$ cat src/rtl/multicore_pkg.sv
// multicore_pkg: arbitration modes, sequencer states and index-width helpers for multicore_ctrl
package multicore_pkg;
  localparam int ARB_FIXED = 0;
  localparam int ARB_RR = 1;
  typedef enum logic {ST_RELEASE, ST_DONE} st_e;
  function automatic int clog2(input int v);
    int r;
    r = 0;
    while ((1 << r) < v) r++;
    return r;
  endfunction
  function automatic int idx_w(input int n);
    return clog2(n) < 1 ? 1 : clog2(n);
  endfunction
endpackage

$ cat src/rtl/mc_arbiter.sv
// mc_arbiter: combinational fixed-priority or round-robin arbiter with one-hot grant and multi-request flag
module mc_arbiter
  import multicore_pkg::*;
#(
  parameter int N = 4,
  parameter int MODE = ARB_FIXED,
  localparam int IDX_W = idx_w(N)
) (
  input  logic [N-1:0]     req,
  input  logic [IDX_W-1:0] ptr,
  output logic [N-1:0]     grant,
  output logic [IDX_W-1:0] idx,
  output logic             multi
);
  assign multi = $countones(req) > 1;
  always_comb begin
    int j;
    j = 0;
    grant = '0;
    idx = '0;
    for (int i = 0; i < N; i++) begin
      j = MODE == ARB_RR ? (int'(ptr) + i) % N : i;
      if (grant == '0 && req[j]) begin
        grant[j] = 1'b1;
        idx = IDX_W'(j);
      end
    end
  end
endmodule

$ cat src/rtl/multicore_ctrl.sv
// multicore_ctrl: staggered reset release for a core array plus a registered, arbitrated output collector
module multicore_ctrl
  import multicore_pkg::*;
#(
  parameter int N_CORES = 25,
  parameter int DATA_W = 28,
  parameter int EN_W = 4,
  parameter int STAGGER = 17,
  parameter int ARB_MODE = 0,
  localparam int IDX_W = idx_w(N_CORES)
) (
  input  logic                      clk,
  input  logic                      rst,
  input  logic                      restart,
  input  logic [N_CORES*DATA_W-1:0] core_out,
  input  logic [N_CORES*EN_W-1:0]   core_en,
  output logic [N_CORES-1:0]        core_rst,
  output logic [DATA_W-1:0]         out_data,
  output logic [EN_W-1:0]           out_en,
  output logic [IDX_W-1:0]          out_idx,
  output logic                      out_valid,
  output logic                      collision,
  output logic                      seq_done
);
  st_e state;
  logic [31:0] t;
  logic [IDX_W-1:0] ptr, win_idx;
  logic [N_CORES-1:0] elig, grant;
  logic [DATA_W-1:0] win_data;
  logic [EN_W-1:0] win_en;
  logic multi, take;
  // an accepted restart masks every core on the same edge core_rst rises
  assign take = state == ST_DONE && restart;
  always_comb begin
    elig = '0;
    for (int k = 0; k < N_CORES; k++)
      elig[k] = !core_rst[k] && core_en[k*EN_W +: EN_W] != '0 && !take;
  end
  mc_arbiter #(.N(N_CORES), .MODE(ARB_MODE)) arb (
    .req(elig), .ptr(ptr), .grant(grant), .idx(win_idx), .multi(multi)
  );
  always_comb begin
    win_data = '0;
    win_en = '0;
    for (int k = 0; k < N_CORES; k++)
      if (grant[k]) begin
        win_data = core_out[k*DATA_W +: DATA_W];
        win_en = core_en[k*EN_W +: EN_W];
      end
  end
  always_ff @(posedge clk or posedge rst) begin
    if (rst) begin
      core_rst <= '1;
      out_data <= '0;
      out_en <= '0;
      out_idx <= '0;
      out_valid <= 1'b0;
      collision <= 1'b0;
      seq_done <= 1'b0;
      t <= '0;
      ptr <= '0;
      state <= ST_RELEASE;
    end else begin
      out_valid <= |grant;
      out_data <= win_data;
      out_en <= win_en;
      out_idx <= win_idx;
      collision <= multi;
      if (|grant && ARB_MODE == ARB_RR)
        ptr <= win_idx == IDX_W'(N_CORES - 1) ? '0 : win_idx + 1'b1;
      if (state == ST_RELEASE) begin
        if (core_rst == '0) begin
          state <= ST_DONE;
          seq_done <= 1'b1;
        end else begin
          t <= t + 1;
          for (int k = 0; k < N_CORES; k++)
            if (t == 32'(k * STAGGER)) core_rst[k] <= 1'b0;
        end
      end else if (restart) begin
        core_rst <= '1;
        seq_done <= 1'b0;
        t <= '0;
        state <= ST_RELEASE;
      end
    end
  end
endmodule

$ cat config.mk
export PLATFORM = sky130hd
export DESIGN_NAME = multicore_ctrl
export DESIGN_NICKNAME = d
export VERILOG_FILES = /design/src/rtl/multicore_pkg.sv /design/src/rtl/mc_arbiter.sv /design/src/rtl/multicore_ctrl.sv
export SDC_FILE = /design/constraint.sdc
export NUM_CORES = 1
export LEC_CHECK = 0
export CAP_MARGIN = 10
export CORE_AREA = 10 10 334 336
export CTS_BUF_LIST = sky130_fd_sc_hd__clkbuf_4 sky130_fd_sc_hd__clkbuf_8
export DETAILED_ROUTE_END_ITERATION = 8
export DIE_AREA = 0 0 344 346
export PLACE_DENSITY = 0.41
export SLEW_MARGIN = 20
export SYNTH_ARGS = -nofsm -noshare
export SYNTH_HDL_FRONTEND = slang
export SYNTH_SLANG_ARGS = --single-unit
$ cat constraint.sdc
create_clock -name clk -period 14.5 [get_ports clk]
set_input_delay 2.175 -clock clk [delete_from_list [all_inputs] [get_ports clk]]
set_output_delay 2.175 -clock clk [all_outputs]
set_load 0.05 [all_outputs]
==> results.yml, run 1 <==
sta:
  finClkSkew_ns: 0.02265
  min_period_ns: 8.670
  fmax_mhz: 115.3
  worst_pin_slew_ns: 1.238
  min_period_over_period_pct: 59.80
  slew_violations: 0
  rsz0062_at_grt: "false"
  slew_headroom_pct: 17.28
  final_hold_viol_count: 0
  setup_violations: 0
  finalSetupTns_ns: 0
  hold_slack_ns: 0.5481
detailed_routing:
  first_iter_violations: 2185
  wl_per_cell_microns: 39.76
  dr_total_vias: 20349
  routed_wl_mm: 159.8
  first_pass_iters: 8
  drc: 0
  antenna_left: 0
  via_per_inst: 5.064
power:
  total_leakage_power_uw: 0.008446
  peakVddDrop_mv: 0.1516
  p_per_area_nw_per_um2: 148.4
placement:
  place.gp.congestion: 0.9139
  io_buffers: 867
  dp_hpwl_mm: 137.4
grt:
  grt_first_pass_wirelength_mm: 203.4
  overflow: 0
  antenna_found_initial: 78
  gr-usage-all-layers_pct: 25.27
  grt_pass1_vias: 19990
  grt_max_degree: 62
logic_synthesis:
  ys_seq_area_share_pct: 19.51
  synth_seq_cells: 98
  synthFlopType: "dfrtp_1"
  synth-edff-count: 0
  synthArstFlopShare_pct: 100.0
  synth_nets: 2626
  synthesis.area_sq_um: 12730
  synthCells: 1776
  postSynthAreaPerCell_sq_um: 7.168
  synth_cell_type_count: 83
  yosysWarnings: 0
die:
  fp.dieH_microns: 346
  rows: 119
  start_util_pct: 12.14
  io_pins: 868
  design.die.area_sq_um: 119000
  fp.dieW_microns: 344
  fp.coreArea_sq_um: 104800
critical_path:
  cp.arrival_ns: 9.04
  path_class: "input pin to flip-flop"
  worst_ep_required_time_ns: 14.87
  crit_path_end_kind: "flip-flop"
  critPathLaunchType: "input pin"
  crit_fanout: 43
clocking:
  root_buffer: "clkbuf_8"
  h-tree-depth: 3
  cts_buffer_depth: 2
  cts.clk_slew.worst_paths_ns: 0.14
  cts_tree: "done"
  numClockSinks: 98
  cts_setup_buffers: 0
  cts_hold_buf: 0
  cts_buffers: 9
  cts_resized: 0
  insertion_delay_ns: 0.47
layout:
  drive_gt1_share_pct: 6.185
  nNetsFinal: 3448
  final_cell_mix: "clkdlybuf4s50_1, nand2_1, o21ai_0"
  area_delta_synth_final_pct: 85.03
  final_common_cell: "clkdlybuf4s50_1"
worst_hold_path:
  hold_class: "flip-flop to flip-flop"
run:
  maxCapViolations: 0
status:
  status: "finished, final reports clean"
-- synth_stat cells, types with 21 or more instances --
cell type    n  area share (%)
nor2_1     152             4.5
clkbuf_1   102             3.0
a21oi_1    131             5.2
o22ai_1     59             2.9
ha_1        27             2.7
dfstp_2     25             5.2
nand3_1     68             2.7
o21ai_0    159             6.3
o221ai_1    24             1.7
nand4_1     21             1.0
and3_1      22             1.1
a31oi_1     25             1.2
dfrtp_1     73              14
o211ai_1    41             2.4
a22o_1      26             1.8
nor4_1      46             2.3
nand2_1    159             4.7
nor3_1      66             2.6
and2_1      26             1.3
a211oi_1    30             1.8
inv_1       51             1.5
a222oi_1    22             1.7
a221oi_1    40             2.8
a22oi_1     63             3.7
or4_1       22             1.3
or3_1       27             1.3
-- critical path, stage by stage --
cell and delay [ns]:
clkdlybuf4s50_1 0.74, and2_2 0.68, buf_4 0.56, or3_1 0.61, clkinv_1 0.43, ha_1 0.41
fa_1 0.50, inv_1 0.05, fa_1 0.47, fa_1 0.49, inv_1 0.06, fa_1 0.41
fa_1 0.47, ha_1 0.24, fa_1 0.38, o21ai_0 0.20, nand3_1 0.10
-- final cells by class --
cell class | instances | area (sq um)
flip-flops and latches | 98 | 2484
repair buffers | 945 | 9264
clock buffers | 9 | 123.9
fillers | 11827 | 81270
well taps | 1391 | 1740
clock inverters | 7 | 90.09
multi-input cells | 1488 | 9579
inverters | 56 | 212.7
diodes | 24 | 60.06
-- cell families (layout without fill, tap and decap cells) --
group / after synthesis / in the layout / share of synthesized area, %
compound gates: 765 / 765 / 41.41
simple gates: 650 / 650 / 25.55
buf+inv: 190 / 1017 / 5.917
flops: 98 / 98 / 19.51
fa+ha+maj: 47 / 47 / 5.799
xor+xnor: 24 / 24 / 1.651
mux: 2 / 2 / 0.1671
other cells: 0 / 24 / 0
-- per-stage QoR --
stage	utilization (%)	area (sq um)	setup slack, ns	cells	total power (uW)
after floorplan	-	12730	6.537	1776	1877
after global placement	22.20	23270	5.380	3978	3318
after detailed placement	22.21	23280	5.380	3978	3283
after CTS	22.41	23490	5.890	3994	3525
after global routing	22.45	23530	5.571	4008	3716
final	22.47	23550	5.830	4018	3496
-- path summary, 6_finish.rpt --
| kind | start | end | slack (ns) | cells past startpoint |
|---|---|---|---|---|
| worst max-delay path | restart | collision | 5.83 | 17 |
| worst min-delay path | core_rst[23] | core_rst[23] | 0.55 | 2 |
| worst max register to register | state | collision | 8.00 | 16 |
| worst min register to register | core_rst[23] | core_rst[23] | 0.55 | 2 |
| max in group asynchronous | rst | out_idx[2] | 10.97 | 3 |
| min in group asynchronous | rst | out_data[22] | 2.22 | 2 |
-- report_power, final --
group,internal (uW),leakage [uW],switching (uW)
clock,85.5,0.000111,143
combinational,991,0.00714,1800
sequential,370,0.00120,105
total,1450,0.00845,2050
-- registers in the layout, indices dropped and copies added, names as in the netlist --
register   flops
state          1
collision      1
seq_done       1
core_rst      25
t             32
out_valid      1
out_en         4
out_data      28
out_idx        5
-- layer usage --
metal,up-vias,track usage (%),wire (microns)
li1,8716,-,-
met1,10183,32.30,66320
met2,1157,41.00,73860
met3,199,8.544,16460
met4,94,4.724,2533
met5,-,0,590
No activity file was read; power rests on OpenSTA's default activity.
==> inputs of run 2 (changes only) <==
CORE_AREA = 10 10 327 329   (was 10 10 334 336)
DIE_AREA = 0 0 337 339   (was 0 0 344 346)
PLACE_DENSITY = 0.42   (was 0.41)
clock period = 8.37 ns   (was 14.5 ns; I/O delays follow)
==> results.yml, run 2 (same netlist as run 1, synthesis figures left out) <==
critical_path:
  crit_path_end_kind: "flip-flop"
  timing.rr.end: "collision"
  path_class: "input pin to flip-flop"
  crit_chain: "clkdlybuf4s50_1, and2_2, or3_1, clkinv_1, ha_1, fa_1, inv_1, fa_1, fa_1, inv_1, fa_1, fa_1, ha_1, fa_1, o21ai_0, nand3_1"
  cp.arrival_ns: 7.27
  rr_worst_depth: 15
  cp_slowest_stage_delay_ns: 0.65
  reg2reg_slack_ns: 2.24
  cp_common_cell: "fa_1"
  slowest_stage: "or3_1"
  worst_ep_required_time_ns: 8.75
  r2r_start: "state"
  critPathLaunchType: "input pin"
  crit_fanout: 14
clocking:
  insertion_delay_ns: 0.48
  cts_setup_buffers: 0
  cts_resized: 0
  cts.clk_slew.worst_paths_ns: 0.14
  cts_buffers: 9
  cts_hold_buf: 0
  cts_tree: "done"
  root_buffer: "clkbuf_8"
  h-tree-depth: 3
  cts_buffer_depth: 2
  numClockSinks: 98
die:
  io_pins: 868
  design.die.area_sq_um: 114200
  start_util_pct: 12.75
  fp.coreArea_sq_um: 99860
  rows: 116
  fp.dieW_microns: 337
  fp.dieH_microns: 339
sta:
  slew_headroom_pct: 21.83
  worst_pin_slew_ns: 1.160
  finalSetupTns_ns: 0
  slew_violations: 0
  finClkSkew_ns: 0.02772
  min_period_over_period_pct: 82.31
  rsz0062_at_grt: "false"
  setup_ws_ns: 1.480
  setup_violations: 0
  final_hold_viol_count: 0
  fmax_mhz: 145.1
  min_period_ns: 6.890
layout:
  largest_register_ffs: 32
  stdcell_area_sq_um: 23690
  area_delta_synth_final_pct: 86.12
  final_cell_mix: "clkdlybuf4s50_1, nand2_1, o21ai_0"
  top_regs: "t (32), out_data (28), core_rst (25)"
  drive_gt1_share_pct: 7.211
  top_register: "t"
  fillers: 11175
  regArea_sq_um: 2484
  multi_input_area_sq_um: 9572
  nNetsFinal: 3480
  final_util_pct: 23.73
  final_common_cell: "clkdlybuf4s50_1"
placement:
  dp_hpwl_mm: 140.4
  place_ws_ns: 0.9851
  io_buffers: 867
  place_area_sq_um: 23410
  place.gp.congestion: 0.9541
detailed_routing:
  first_iter_violations: 2224
  wl_per_cell_microns: 40.80
  via_per_inst: 5.218
  drc: 0
  routed_wl_mm: 161.6
  first_pass_iters: 7
  antenna_left: 0
  dr_total_vias: 20664
worst_hold_path:
  hold_path_end: "core_rst[24]"
  hold_class: "flip-flop to flip-flop"
  hp-start: "core_rst[24]"
  holdPathStages: 2
status:
  status: "finished, final reports clean"
power:
  p_per_area_nw_per_um2: 258.5
  total_leakage_power_uw: 0.008606
  peakVddDrop_mv: 0.2659
grt:
  gr-usage-all-layers_pct: 26.76
  grt_max_degree: 62
  grt_pass1_vias: 20432
  grt_first_pass_wirelength_mm: 206.6
  overflow: 0
  antenna_found_initial: 78
run:
  maxCapViolations: 0
-- run 2: power by group --
part / internal, uW / switching [uW] / leakage (uW)
Combinational: 1760 / 3150 / 0.00730
Clock: 153 / 249 / 0.000111
Sequential: 641 / 174 / 0.00120
-- run 2: cell type report --
| class | count | share of cell area [%] |
|---|---|---|
| sequential | 98 | 10.48 |
| timing repair buffer | 977 | 40.17 |
| multi-input combinational | 1488 | 40.40 |
| clock inverter | 6 | 0.3327 |
| clock buffer | 10 | 0.5809 |
| antenna | 27 | 0.2852 |
| inverter | 56 | 0.8978 |
| tap | 1298 | 6.855 |
-- run 2: worst max-delay path by stage --
stage | from | to | depth (start not counted)
5_1_grt | restart | collision | 16
3_5_place_dp | restart | collision | 16
3_3_place_gp | restart | collision | 16
6_report | restart | collision | 16
2_1_floorplan | restart | collision | 21
4_1_cts | restart | collision | 16
-- run 2: metrics by stage --
step / hold WS [ns] / std cells / power (uW)
floorplan: 0.5059 / 1776 / 3251
global placement: 0.5197 / 3917 / 5748
detailed placement: 0.5244 / 3917 / 5722
CTS: 0.5466 / 3933 / 6151
global route: 0.5682 / 3948 / 6497
finish: 0.5479 / 3960 / 6126
-- run 2: layer usage --
metal	GRT usage (%)	share of wire (%)	routed length, microns
met5	0	0.22	352
met3	7.993	9.7	15660
met4	7.066	2.8	4478
met2	41.79	44	71720
met1	35.31	43	69370
-- run 2: worst max-delay path, delay by kind of cell --
kind	cells	cell delay, ns
adder cells (fa/ha/maj)	8	3.40
AND/OR/NAND/NOR	3	1.20
buffers and inverters	4	1.19
AO/OA/AOI/OAI	1	0.20
==> inputs of run 3 (changes only) <==
clock period = 6.6 ns   (was 8.37 ns; I/O delays follow)
==> results.yml, run 3 (same netlist as run 1, synthesis figures left out) <==
critical_path:
  critPathLaunchType: "input pin"
  timing.rr.end: "collision"
  cp.arrival_ns: 6.27
  slowest_stage: "or4_1"
  rr_worst_depth: 15
  cp-endpoint: "collision"
  r2r_start: "state"
  crit_buf_inv: 4
  crit_fanout: 5
  crit_chain: "clkdlybuf4s50_1, or4_1, and2_1, nand2_1, clkinv_1, ha_1, inv_1, fa_1, inv_1, fa_1, fa_1, fa_1, fa_1, ha_1, fa_1, o21ai_0, nand3_1"
  crit_cells: 17
  path_class: "input pin to flip-flop"
  cp_common_cell: "fa_1"
  reg2reg_slack_ns: 1.07
  crit_path_start: "core_en[52]"
  cp_slowest_stage_delay_ns: 0.67
  crit_path_end_kind: "flip-flop"
  cpLargestDelayFamily: "adder cells"
  worst_ep_required_time_ns: 6.97
sta:
  setup_violations: 0
  rsz0062_at_grt: "false"
  slew_headroom_pct: 30.65
  final_hold_viol_count: 0
  slew_violations: 0
  finClkSkew_ns: 0.04521
  finalSetupTns_ns: 0
  fmax_mhz: 169.4
  min_period_ns: 5.902
  min_period_over_period_pct: 89.42
  worst_pin_slew_ns: 1.040
layout:
  final_cell_mix: "clkdlybuf4s50_1, buf_4, nand2_1"
  final_common_cell: "clkdlybuf4s50_1"
  fin_cells: 4057
  top_regs: "t (32), out_data (28), core_rst (25)"
  largest_register_ffs: 32
  stdcell_area_sq_um: 24440
  top_register: "t"
  drive_gt1_share_pct: 10.51
  area_delta_synth_final_pct: 91.98
  fillers: 11188
  nNetsFinal: 3576
worst_hold_path:
  hold_class: "flip-flop to flip-flop"
grt:
  grt_first_pass_wirelength_mm: 205.7
  overflow: 0
  grt_max_degree: 54
  antenna_found_initial: 61
  gr-usage-all-layers_pct: 26.56
  grt_pass1_vias: 21000
power:
  p_comb_share_pct: 81.1
  totalPowerFinal_uw: 8003
  clkPwrFrac_pct: 6.2
  power_switching_share_pct: 57.64
  total_leakage_power_uw: 0.009087
  seqPwrFrac_pct: 12.7
  p_per_area_nw_per_um2: 327.5
  p_int_uw: 3390
  p_sw_uw: 4613
  peakVddDrop_mv: 0.3467
detailed_routing:
  wl_per_cell_microns: 39.51
  first_iter_violations: 2203
  dr_total_vias: 20797
  via_per_inst: 5.126
  antenna_left: 0
  first_pass_iters: 8
  routed_wl_mm: 160.3
  drc: 0
clocking:
  cts.clk_slew.worst_paths_ns: 0.16
  cts_setup_buffers: 0
  cts_resized: 0
  cts_tree: "done"
  cts_hold_buf: 0
  cts_buffers: 9
  h-tree-depth: 3
  insertion_delay_ns: 0.50
  numClockSinks: 98
  cts_buffer_depth: 2
  root_buffer: "clkbuf_8"
die:
  fp.dieH_microns: 339
  rows: 116
  io_pins: 868
  fp.dieW_microns: 337
  design.die.area_sq_um: 114200
  start_util_pct: 12.75
  fp.coreArea_sq_um: 99860
placement:
  io_buffers: 867
  place_area_sq_um: 24170
  place.gp.congestion: 0.9425
  dp.cells: 4013
  dp_hpwl_mm: 140.4
status:
  status: "finished, final reports clean"
run:
  maxCapViolations: 0
==> run 3: area by class of cell <==
| class | instances | area [sq um] | area share [%] |
|---|---|---|---|
| Antenna cell | 28 | 70.07 | 0.2867 |
| Clock inverter | 6 | 65.06 | 0.2662 |
| Inverter | 56 | 212.7 | 0.8704 |
| Timing Repair Buffer | 1073 | 10270 | 42.04 |
| Sequential cell | 98 | 2484 | 10.16 |
| Clock buffer | 10 | 137.6 | 0.5632 |
| Multi-Input combinational cell | 1488 | 9570 | 39.16 |
| Tap cell | 1298 | 1624 | 6.646 |
==> run 3: per-layer routing <==
metal	vias to the layer above	GRT usage [%]	part of all wire (%)
met5	-	0	0.17
met4	44	7.598	2.9
met3	171	6.674	8.2
met2	1141	41.93	45
met1	10468	35.22	44
li1	8973	-	-
==> run 3: worst register-to-register path: cells and delay by family, from the launching register on <==
kind            cells  cell delay [ns]
compound gates      1             0.19
fa+ha+maj           8             3.42
buf+inv             3             0.38
flops               1             0.67
simple gates        3             0.77
==> run 3: stage by stage <==
stage	worst slack, ns	util [%]	hold slack, ns
final	0.6984	24.47	0.5464
after global routing	0.5300	24.45	0.5615
after CTS	0.7136	24.40	0.5452
after detailed placement	0.1769	24.20	0.5236
after global placement	0.1741	24.20	0.5244
after floorplan	0.007312	-	0.5059
==> run 3: worst min-delay path by stage <==
stage | slack, ns | end | startpoint | cells past startpoint
floorplan | 0.51 | t[31] | t[31] | 2
global placement | 0.52 | core_rst[11] | core_rst[11] | 2
detailed placement | 0.52 | core_rst[24] | core_rst[24] | 2
CTS | 0.55 | core_rst[24] | core_rst[24] | 2
global route | 0.56 | core_rst[24] | core_rst[24] | 2
finish | 0.55 | core_rst[24] | core_rst[24] | 2
==> run 3: power groups by stage <==
| stage | logic [uW] | clock network, uW | registers [uW] |
|---|---|---|---|
| finish | 6490 | 497 | 1020 |
| global placement | 6500 | 0 | 1030 |
| floorplan | 2710 | 0 | 1410 |
| detailed placement | 6500 | 0 | 1020 |
| global route | 6900 | 530 | 1030 |
| CTS | 6540 | 514 | 1020 |
